**config.mk**
```make
export PLATFORM = sky130hd
export DESIGN_NAME = iob_iob2axi_read_ctrl
export DESIGN_NICKNAME = d
export VERILOG_FILES = /design/src/rtl/iob_iob2axi_read_ctrl_pkg.sv /design/src/rtl/iob_iob2axi_burst_calc.sv /design/src/rtl/iob_iob2axi_read_ctrl.sv
export SDC_FILE = /design/constraint.sdc
export NUM_CORES = 1
export LEC_CHECK = 0
export CAP_MARGIN = 30
export CORE_ASPECT_RATIO = 1.75
export CORE_UTILIZATION = 50
export CTS_BUF_LIST = sky130_fd_sc_hd__clkbuf_16
export DETAILED_ROUTE_END_ITERATION = 8
export PLACE_DENSITY_LB_ADDON = 0.1
export SLEW_MARGIN = 25
export SYNTH_ARGS = -nofsm -noshare
export SYNTH_HDL_FRONTEND = slang
export SYNTH_SLANG_ARGS = --single-unit
```
**constraint.sdc**
```tcl
create_clock -name clk_i -period 9.67 [get_ports clk_i]
set_input_delay 1.4505 -clock clk_i [delete_from_list [all_inputs] [get_ports clk_i]]
set_output_delay 1.4505 -clock clk_i [all_outputs]
set_load 0.005 [all_outputs]
```
**src/rtl/iob_iob2axi_read_ctrl_pkg.sv**
```systemverilog
// ----------------------------------------------------------------------------
// iob_iob2axi_read_ctrl_pkg
//   Shared definitions for the iob2axi transfer controllers (read and write
//   sides): controller state encoding, default geometry, the 4 KB burst
//   boundary, and helpers deriving bytes-per-beat and maximum burst length.
// ----------------------------------------------------------------------------
package iob_iob2axi_read_ctrl_pkg;

    typedef enum logic [1:0] {
        ST_IDLE  = 2'd0,
        ST_CALC  = 2'd1,
        ST_ISSUE = 2'd2,
        ST_WAIT  = 2'd3
    } ctrl_state_t;

    localparam int IOB2AXI_ADDR_W    = 32;
    localparam int IOB2AXI_DATA_W    = 32;
    localparam int IOB2AXI_AXI_LEN_W = 8;
    localparam int IOB2AXI_LEN_W     = 16;

    // AXI bursts must not cross a 4 KB address boundary.
    localparam int IOB2AXI_BOUND_W     = 12;
    localparam int IOB2AXI_BOUND_BYTES = 2 ** IOB2AXI_BOUND_W;

    function automatic int bytes_per_beat(input int data_w);
        return data_w / 8;
    endfunction

    function automatic int max_beats(input int axi_len_w);
        return 2 ** axi_len_w;
    endfunction

    localparam int BPB       = bytes_per_beat(IOB2AXI_DATA_W);
    localparam int MAX_BEATS = max_beats(IOB2AXI_AXI_LEN_W);

endpackage

```
**src/rtl/iob_iob2axi_burst_calc.sv**
```systemverilog
// ----------------------------------------------------------------------------
// iob_iob2axi_burst_calc
//   Combinational burst sizer: beats = min(rem, MAX_BEATS, words to the next
//   boundary). Shared by the read and write controllers.
//   Ports:
//     addr_i   in   BOUND_W       low address bits (beat aligned)
//     rem_i    in   LEN_W         beats still to transfer
//     beats_o  out  AXI_LEN_W+1   beats of the next burst
//   Assumes LEN_W >= AXI_LEN_W+1 and BOUND_W < 31.
// ----------------------------------------------------------------------------
module iob_iob2axi_burst_calc
    import iob_iob2axi_read_ctrl_pkg::*;
#(
    parameter int DATA_W    = IOB2AXI_DATA_W,
    parameter int AXI_LEN_W = IOB2AXI_AXI_LEN_W,
    parameter int LEN_W     = IOB2AXI_LEN_W,
    parameter int BOUND_W   = IOB2AXI_BOUND_W
) (
    input  logic [BOUND_W-1:0]   addr_i,
    input  logic [LEN_W-1:0]     rem_i,
    output logic [AXI_LEN_W:0]   beats_o
);

    localparam int BEAT_BYTES = bytes_per_beat(DATA_W);
    localparam int OFF_W      = $clog2(BEAT_BYTES);
    localparam int BW         = AXI_LEN_W + 1;

    localparam logic [BOUND_W:0] BOUND_SIZE = {1'b1, {BOUND_W{1'b0}}};
    localparam logic [BW-1:0]    BURST_MAX  = {1'b1, {AXI_LEN_W{1'b0}}};

    logic [BOUND_W:0] bytes_left;
    logic [BOUND_W:0] words_left;
    logic [BW-1:0]    cap;

    // NOTE: combinational logic uses blocking assignments and assigns every
    // output on every path, so no latch can be inferred.
    always_comb begin
        bytes_left = BOUND_SIZE - {1'b0, addr_i};
        words_left = bytes_left >> OFF_W;
        // Saturate: a whole boundary window may hold more beats than one burst.
        if (32'(words_left) >= 32'(BURST_MAX)) begin
            cap = BURST_MAX;
        end else begin
            cap = BW'(words_left);
        end
        if (32'(rem_i) < 32'(cap)) begin
            beats_o = BW'(rem_i);
        end else begin
            beats_o = cap;
        end
    end

endmodule

```
**src/rtl/iob_iob2axi_read_ctrl.sv**
```systemverilog
// ----------------------------------------------------------------------------
// iob_iob2axi_read_ctrl
//   Transfer sequencer for the iob2axi read burst engine. Splits one request
//   (base address, word count) into AXI INCR bursts of at most MAX_BEATS beats
//   that never cross a 4 KB boundary, issues them one at a time over the
//   engine run/ready handshake, and ORs the per-burst errors into one status.
//   Ports:
//     clk_i, rst_i      clock, asynchronous active-high reset
//     start_i           transfer request, sampled in IDLE only
//     addr_i            base byte address (low beat-offset bits ignored)
//     nwords_i          beats to read, 0 completes immediately
//     busy_o            transfer in progress
//     done_o            one-cycle pulse at transfer end
//     error_o           OR of burst errors of the last transfer
//     eng_run_o         engine run request
//     eng_addr_o        burst start address
//     eng_length_o      burst beats minus 1
//     eng_ready_i       engine idle flag
//     eng_error_i       error of the engine's last completed burst
// ----------------------------------------------------------------------------
module iob_iob2axi_read_ctrl
    import iob_iob2axi_read_ctrl_pkg::*;
#(
    parameter int ADDR_W    = IOB2AXI_ADDR_W,
    parameter int DATA_W    = IOB2AXI_DATA_W,
    parameter int AXI_LEN_W = IOB2AXI_AXI_LEN_W,
    parameter int LEN_W     = IOB2AXI_LEN_W,
    parameter int BOUND_W   = IOB2AXI_BOUND_W
) (
    input  logic                 clk_i,
    input  logic                 rst_i,
    input  logic                 start_i,
    input  logic [ADDR_W-1:0]    addr_i,
    input  logic [LEN_W-1:0]     nwords_i,
    output logic                 busy_o,
    output logic                 done_o,
    output logic                 error_o,
    output logic                 eng_run_o,
    output logic [ADDR_W-1:0]    eng_addr_o,
    output logic [AXI_LEN_W-1:0] eng_length_o,
    input  logic                 eng_ready_i,
    input  logic                 eng_error_i
);

    localparam int BEAT_BYTES = bytes_per_beat(DATA_W);
    localparam int OFF_W      = $clog2(BEAT_BYTES);
    localparam int BW         = AXI_LEN_W + 1;

    localparam logic [ADDR_W-1:0] ALIGN_MASK = ~ADDR_W'(BEAT_BYTES - 1);

    ctrl_state_t          state_q, state_d;
    logic [ADDR_W-1:0]    addr_q, addr_d;
    logic [LEN_W-1:0]     rem_q, rem_d;
    logic [BW-1:0]        beats_q, beats_d;
    logic                 busy_q, busy_d;
    logic                 done_q, done_d;
    logic                 error_q, error_d;
    logic [ADDR_W-1:0]    eng_addr_q, eng_addr_d;
    logic [AXI_LEN_W-1:0] eng_len_q, eng_len_d;
    logic                 run_q;
    logic [BW-1:0]        beats_calc;

    iob_iob2axi_burst_calc #(
        .DATA_W    (DATA_W),
        .AXI_LEN_W (AXI_LEN_W),
        .LEN_W     (LEN_W),
        .BOUND_W   (BOUND_W)
    ) u_burst_calc (
        .addr_i  (addr_q[BOUND_W-1:0]),
        .rem_i   (rem_q),
        .beats_o (beats_calc)
    );

    always_comb begin
        state_d    = state_q;
        addr_d     = addr_q;
        rem_d      = rem_q;
        beats_d    = beats_q;
        busy_d     = busy_q;
        done_d     = 1'b0;
        error_d    = error_q;
        eng_addr_d = eng_addr_q;
        eng_len_d  = eng_len_q;
        eng_run_o  = 1'b0;

        case (state_q)
            ST_IDLE: begin
                if (start_i) begin
                    error_d = 1'b0;
                    if (nwords_i != '0) begin
                        addr_d  = addr_i & ALIGN_MASK;
                        rem_d   = nwords_i;
                        busy_d  = 1'b1;
                        state_d = ST_CALC;
                    end else begin
                        done_d = 1'b1;
                    end
                end
            end
            ST_CALC: begin
                beats_d    = beats_calc;
                eng_addr_d = addr_q;
                eng_len_d  = AXI_LEN_W'(beats_calc - BW'(1));
                state_d    = ST_ISSUE;
            end
            ST_ISSUE: begin
                // Run only while the engine is idle: it reloads its address
                // register on every run cycle. Ready falling after a cycle of
                // run means the burst has been taken.
                eng_run_o = eng_ready_i;
                if (run_q && !eng_ready_i) begin
                    state_d = ST_WAIT;
                end
            end
            ST_WAIT: begin
                if (eng_ready_i) begin
                    error_d = error_q | eng_error_i;
                    addr_d  = addr_q + (ADDR_W'(beats_q) << OFF_W);
                    rem_d   = rem_q - LEN_W'(beats_q);
                    if (rem_d == '0) begin
                        busy_d  = 1'b0;
                        done_d  = 1'b1;
                        state_d = ST_IDLE;
                    end else begin
                        state_d = ST_CALC;
                    end
                end
            end
            default: state_d = ST_IDLE;
        endcase
    end

    // NOTE: state is updated with non-blocking assignments only, and every
    // register (no memories here) is cleared by the asynchronous reset.
    always_ff @(posedge clk_i or posedge rst_i) begin
        if (rst_i) begin
            state_q    <= ST_IDLE;
            addr_q     <= '0;
            rem_q      <= '0;
            beats_q    <= '0;
            busy_q     <= 1'b0;
            done_q     <= 1'b0;
            error_q    <= 1'b0;
            eng_addr_q <= '0;
            eng_len_q  <= '0;
            run_q      <= 1'b0;
        end else begin
            state_q    <= state_d;
            addr_q     <= addr_d;
            rem_q      <= rem_d;
            beats_q    <= beats_d;
            busy_q     <= busy_d;
            done_q     <= done_d;
            error_q    <= error_d;
            eng_addr_q <= eng_addr_d;
            eng_len_q  <= eng_len_d;
            run_q      <= eng_run_o;
        end
    end

    assign busy_o       = busy_q;
    assign done_o       = done_q;
    assign error_o      = error_q;
    assign eng_addr_o   = eng_addr_q;
    assign eng_length_o = eng_len_q;

endmodule
```
### Word level (Yosys, flattened, before mapping)

Index checks and enable logic that the tools add are counted.
Widths: inputs -> output; s select.

* $add $sub $neg: 4
* multiply operators: 0
* divide/modulo/power cells: 0
* magnitude comparators: 2
* equality and inequality tests: 8
* shift-type cells: 0
* mux-type cells: 30
* bitwise operators: 1
* reduce and logical (&&, ||, !) cells: 10

Operators with widths (count)
* $mux 32: 3
* $pmux 32 s2: 1
* $mux 16: 3
* $add 32x11->32: 1
* $pmux 16 s2: 1
* $mux 9: 2
* $logic_not 16->1: 1
* $lt 16x9->1: 1
* $reduce_bool 16->1: 1
* $sub 16x9->16: 1
* $sub 13x12->13 const A: 1
* $mux 1: 12
* $ge 11x9->1 const B: 1
* $ne 2x2->1 const B: 5
* $mux 2: 4
* $pmux 2 s4: 1
* $reduce_and 4->1: 2
* $sub 8x1->8 const B: 1
* $pmux 1 s2: 3
* $reduce_and 5->1: 1
* $eq 2x2->1 const B: 2
* $reduce_and 3->1: 1
* $eq 2x1->1 const B: 1
* $logic_not 2->1: 1
* other kinds (4): 4

* register bits: 103
* bits in latches: 0
* bits in writable memories: 0
* memory bits (read-only): 0
* input bits: 53
* output and inout port bits: 44
* memories kept: 0

### Logic depth before layout (Yosys ltp)

* depth after elaboration: 6
* mapped depth: 21
* gate-level depth less buffers: 18

### Cells and area by module

Synthesis repeated with hierarchy kept, for this count alone.

* cell total of the unflattened synthesis: 681
* area total of the unflattened synthesis: 6273.5 um2

By module, submodules not included
* iob_iob2axi_read_ctrl: times used 1, cells an instance 613, area each 5775.5 um2, seq. area each 2477.4 um2
* iob_iob2axi_burst_calc: times used 1, cells an instance 68, area each 498.0 um2, seq. area each 0.0 um2

### Least setup slack after synthesis

Ideal clock, no wire load.

* path type: register to register
* from: register addr_q[2]
* to: register eng_len_q[6] (netlist: eng_length_o[6])
* setup time: 0.128 ns
* arrival time: 4.245 ns
* path slack: 5.298 ns
* stages on the path, launching flop included: 22
* period minus slack after synthesis: 4.372 ns
* cells stage by stage: dfrtp_1 clkbuf_1 inv_1 ha_1 nor4_1 o2111ai_1 nand2_1 buf_2 nand2_1 ha_1 a211oi_1 o221ai_1 a211oi_1 o41a_4 buf_4 nor2_1 a21oi_1 ha_1 and2_1 nand4_1 mux2i_1 mux2_1

* cells in the longest elaborated chain, start to end: 6

Ends and longest elaborated chain
* start, declared: RTL line iob_iob2axi_read_ctrl.sv:52 `logic [ADDR_W-1:0] addr_q, addr_d;`
* start signal, assigned: RTL line iob_iob2axi_read_ctrl.sv:149 `addr_q <= addr_d;`
* $sub 13x12->13 (*): RTL line iob_iob2axi_burst_calc.sv:38 `bytes_left = BOUND_SIZE - {1'b0, addr_i};`
* $ge 11x9->1: RTL line iob_iob2axi_burst_calc.sv:41 `if (32'(words_left) >= 32'(BURST_MAX)) begin`
* $mux 9 (*): RTL line iob_iob2axi_burst_calc.sv:41
* $lt 16x9->1: RTL line iob_iob2axi_burst_calc.sv:46 `if (32'(rem_i) < 32'(cap)) begin`
* $mux 9 (*): RTL line iob_iob2axi_burst_calc.sv:46
* $sub 8x1->8 (*): RTL line iob_iob2axi_read_ctrl.sv:103 `eng_len_d = AXI_LEN_W'(beats_calc - BW'(1));`
* end signal, assigned: RTL line iob_iob2axi_read_ctrl.sv:156 `eng_len_q <= eng_len_d;`
* end, declared: RTL line iob_iob2axi_read_ctrl.sv:59 `logic [AXI_LEN_W-1:0] eng_len_q, eng_len_d;`

Mark *: on every way between the ends. The rest lies on a longest branch, timed or not.
A chain may end at the register's enable or synchronous reset.

### Worst setup path in the final report

Same ends and word-level chain as after synthesis.

==> results.sh <==
export IMPL_criticalPathCategory="reg2reg"
export IMPL_wl_mm=17.2
export IMPL_cts_tree="built"
export IMPL_final_cells=953
export IMPL_io_buffers=92
export IMPL_cp_slowest_stage_delay_ns=0.51
export IMPL_ir_worst_vdd_mv=0.301
export IMPL_grt_max_degree=61
export IMPL_drtIter0Drc=250
export IMPL_p_leak_nw=3.21
export IMPL_synth_main_ff_cell="dfrtp_1"
export IMPL_report_final_slew_viol_count=0
export IMPL_pwr_density_cell_nw_per_um2=417
export IMPL_synthToLayoutAreaGrowth_pct=20.2
export IMPL_placed_cell_area_um2=7500
export IMPL_outcome="finished clean"
export IMPL_routedWlPerCell_um=18.1
export IMPL_core_rowCount=54
export IMPL_critPathRequiredTime_ns=9.90
export IMPL_grt_use_total_pct=27.1
export IMPL_cts_sinks=99
export IMPL_antenna_found_initial=0
export IMPL_hold_viol_final=0
export IMPL_clock_skew_ns=0.00973
export IMPL_crit_arrival_ns=5.19
export IMPL_synth_seq_cells=99
export IMPL_synthAdderAreaFrac_pct=7.17
export IMPL_synth_cells=711
export IMPL_clk_pin_slew_ns=0.07
export IMPL_drive_gt1_share_pct=9.43
export IMPL_cts_root_buffer="clkbuf_16"
export IMPL_regArea_um2=2480
export IMPL_min_period_ns=4.96
export IMPL_synth_compound_area_share_pct=18.9
export IMPL_drtAntennaViolNets=0
export IMPL_n_fill_cell=1130
export IMPL_cp_slowest_cell="dfrtp_1"
export IMPL_die_h_um=153
export IMPL_design_area_um2=7810
export IMPL_clockBufferDepth=2
export IMPL_synth_simple_area_share_pct=18.6
export IMPL_cp_num_buf_inv=1
export IMPL_ys_warn_count=0
export IMPL_yosys_cell_types_count=72
export IMPL_dpl_worst_slack_ns=4.71
export IMPL_cts_made_buffers=9
export IMPL_crit_top_cell="ha_1"
export IMPL_die_area_um2=13500
export IMPL_r2r_slack_ns=4.71
export IMPL_cts_hold_buf=0
export IMPL_setup_viol=0
export IMPL_layout_nets=869
export IMPL_synth_xor_area_share_pct=3.24
export IMPL_avgSynthCellArea_um2=9.13
export IMPL_cp_top_family="compound AO/OA/AOI/OAI gates"
export IMPL_grt_pass1_vias=5962
export IMPL_synth_top_family_by_area="compound AO/OA/AOI/OAI gates"
export IMPL_holdWs_ns=0.506
export IMPL_utilization_pct=62.1
export IMPL_drc=0
export IMPL_async_flop_share_pct=100
export IMPL_pin_count=97
export IMPL_synth_edf_count=0
export IMPL_insertion_delay_ns=0.35
export IMPL_diodes=0
export IMPL_core_um2=12600
export IMPL_endpoint_kind="register"
export IMPL_cp_max_fo=23
export IMPL_start_util_pct=51.7
export IMPL_first_pass_iters=4
export IMPL_hold_class="reg2reg"
export IMPL_ys_seq_area_share_pct=38.2
export IMPL_grt_remaining_overflow=0
export IMPL_ctsResizeCount=0
export IMPL_place_gp_congestion=0.885
export IMPL_rsz0062_at_grt="false"
export IMPL_dpl_hpwl_mm=12.5
export IMPL_vias=5744
export IMPL_cap_viol_max_count=0
export IMPL_synth_area_um2=6490
export IMPL_cp_cell_sequence="inv_1, ha_1, nor4_1, o2111ai_1, nand2_1, nand2_1, ha_1, a211oi_1, o221ai_1, a211oi_1, o41a_4, nor2_1, a21oi_1, ha_1, and2_1, nand3b_1, mux2i_1, mux2_1"
export IMPL_total_power_mw=3.26
export IMPL_dieWidth_um=88.1
export IMPL_via_per_inst=6.03
export IMPL_cts_max_level=3
export IMPL_fin_tns_setup_ns=0
export IMPL_slew_headroom_pct=40.1
export IMPL_timing_fmax_ghz=0.202
export IMPL_fin_ws_ns=4.71
export IMPL_fin_crit_sh_pct=51.3
export IMPL_synth_mux_area_share_pct=9.36
export IMPL_dp_cells=937
export IMPL_grt_pass1_wl_mm=28.5
export IMPL_cts_setup_buffers=0
export IMPL_tightest_slew_ns=0.887
export IMPL_critPathLaunchType="register"
export IMPL_multi_input_area_um2=3730
==> final cells by class <==
type | count | share of cell area (%)
multi-input cells | 542 | 47.8
flip-flops and latches | 99 | 31.7
repair buffers | 98 | 12.4
clock buffers | 9 | 2.88
well taps | 168 | 2.69
inverters | 30 | 1.47
clock inverters | 7 | 1.06
==> cells by family after synthesis <==
| logic type | after synthesis |
|---|---|
| AND/OR/NAND/NOR | 239 |
| AO/OA/AOI/OAI | 186 |
| flip-flops | 99 |
| buffers and inverters | 71 |
| multiplexers | 55 |
| adder cells (fa/ha/maj) | 36 |
| XOR/XNOR | 24 |
| other | 1 |
==> registers in the layout (all words and copies together), names as in the netlist <==
register / flops
beats_q: 9
eng_length_o: 8
busy_o: 1
state_q: 2
run_q: 1
rem_q: 16
addr_q: 30
eng_addr_o: 30
error_o: 1
done_o: 1
==> worst register-to-register path, delay by kind of cell, from the launching register on <==
kind / cells / cell delay, ns
AO/OA/AOI/OAI: 6 / 1.58
buffers and inverters: 1 / 0.16
AND/OR/NAND/NOR: 6 / 1.22
flip-flops: 1 / 0.51
adder cells (fa/ha/maj): 3 / 0.89
multiplexers: 2 / 0.50
==> cells in the final DEF, fill, tap and decap left out, types with 23 or more instances in the layout <==
cell / n
ha_1: 32
clkdlybuf4s50_1: 92
dfrtp_1: 99
mux2_2: 37
nor2_1: 63
nor3_1: 23
o21ai_0: 29
nand2_1: 57
a21oi_1: 65
inv_1: 29
==> Yosys cell counts (5+ instances only) <==
cell type	number	area [µm²]
dfrtp_1	99	2480
a21oi_1	65	325
nor2_1	63	236
nand2_1	57	214
mux2_2	37	417
ha_1	34	425
inv_1	30	113
o21ai_0	29	145
clkbuf_1	28	105
nor3_1	23	115
mux2i_1	15	150
and3_1	14	87.6
xnor2_1	13	114
nand3_1	11	55.1
o22ai_1	11	68.8
xor2_1	11	96.3
a211oi_1	10	75.1
nand4_1	10	62.6
and2_1	9	56.3
nor2b_1	8	50.1
nor4_1	8	50.1
or3_1	8	50.1
nand2b_1	7	43.8
o211ai_1	7	52.6
a21o_1	6	45.0
a311oi_1	6	52.6
o21a_1	6	45.0
a31oi_1	5	31.3
and4_1	5	43.8
buf_1	5	18.8
==> report_power, final <==
group          internal, mW  total (mW)  switching (mW)
Clock                 0.205       0.381           0.175
Combinational         0.893        2.01            1.12
Sequential            0.626       0.864           0.238
Total                  1.73        3.26            1.53
==> layer usage <==
metal	share of wire (%)	global-route usage, %	wire (µm)	vias to the layer above
met2	52	47.5	9050	169
met5	0	0	0	-
met1	38	30.0	6630	2784
li1	-	-	-	2739
met4	5.3	16.0	912	0
met3	3.8	4.12	652	52
==> worst paths after layout <==
| check | start | to | cells past startpoint |
|---|---|---|---|
| hold / removal | eng_addr_o[2] | eng_addr_o[2] | 1 |
| setup reg to reg | addr_q[2] | eng_length_o[6] | 18 |
| max in group asynchronous | rst_i | addr_q[7] | 3 |
| hold reg to reg | eng_addr_o[2] | eng_addr_o[2] | 1 |
| min in group asynchronous | rst_i | error_o | 2 |
| setup / recovery | addr_q[2] | eng_length_o[6] | 18 |
Power figures use the tool's default switching activity.
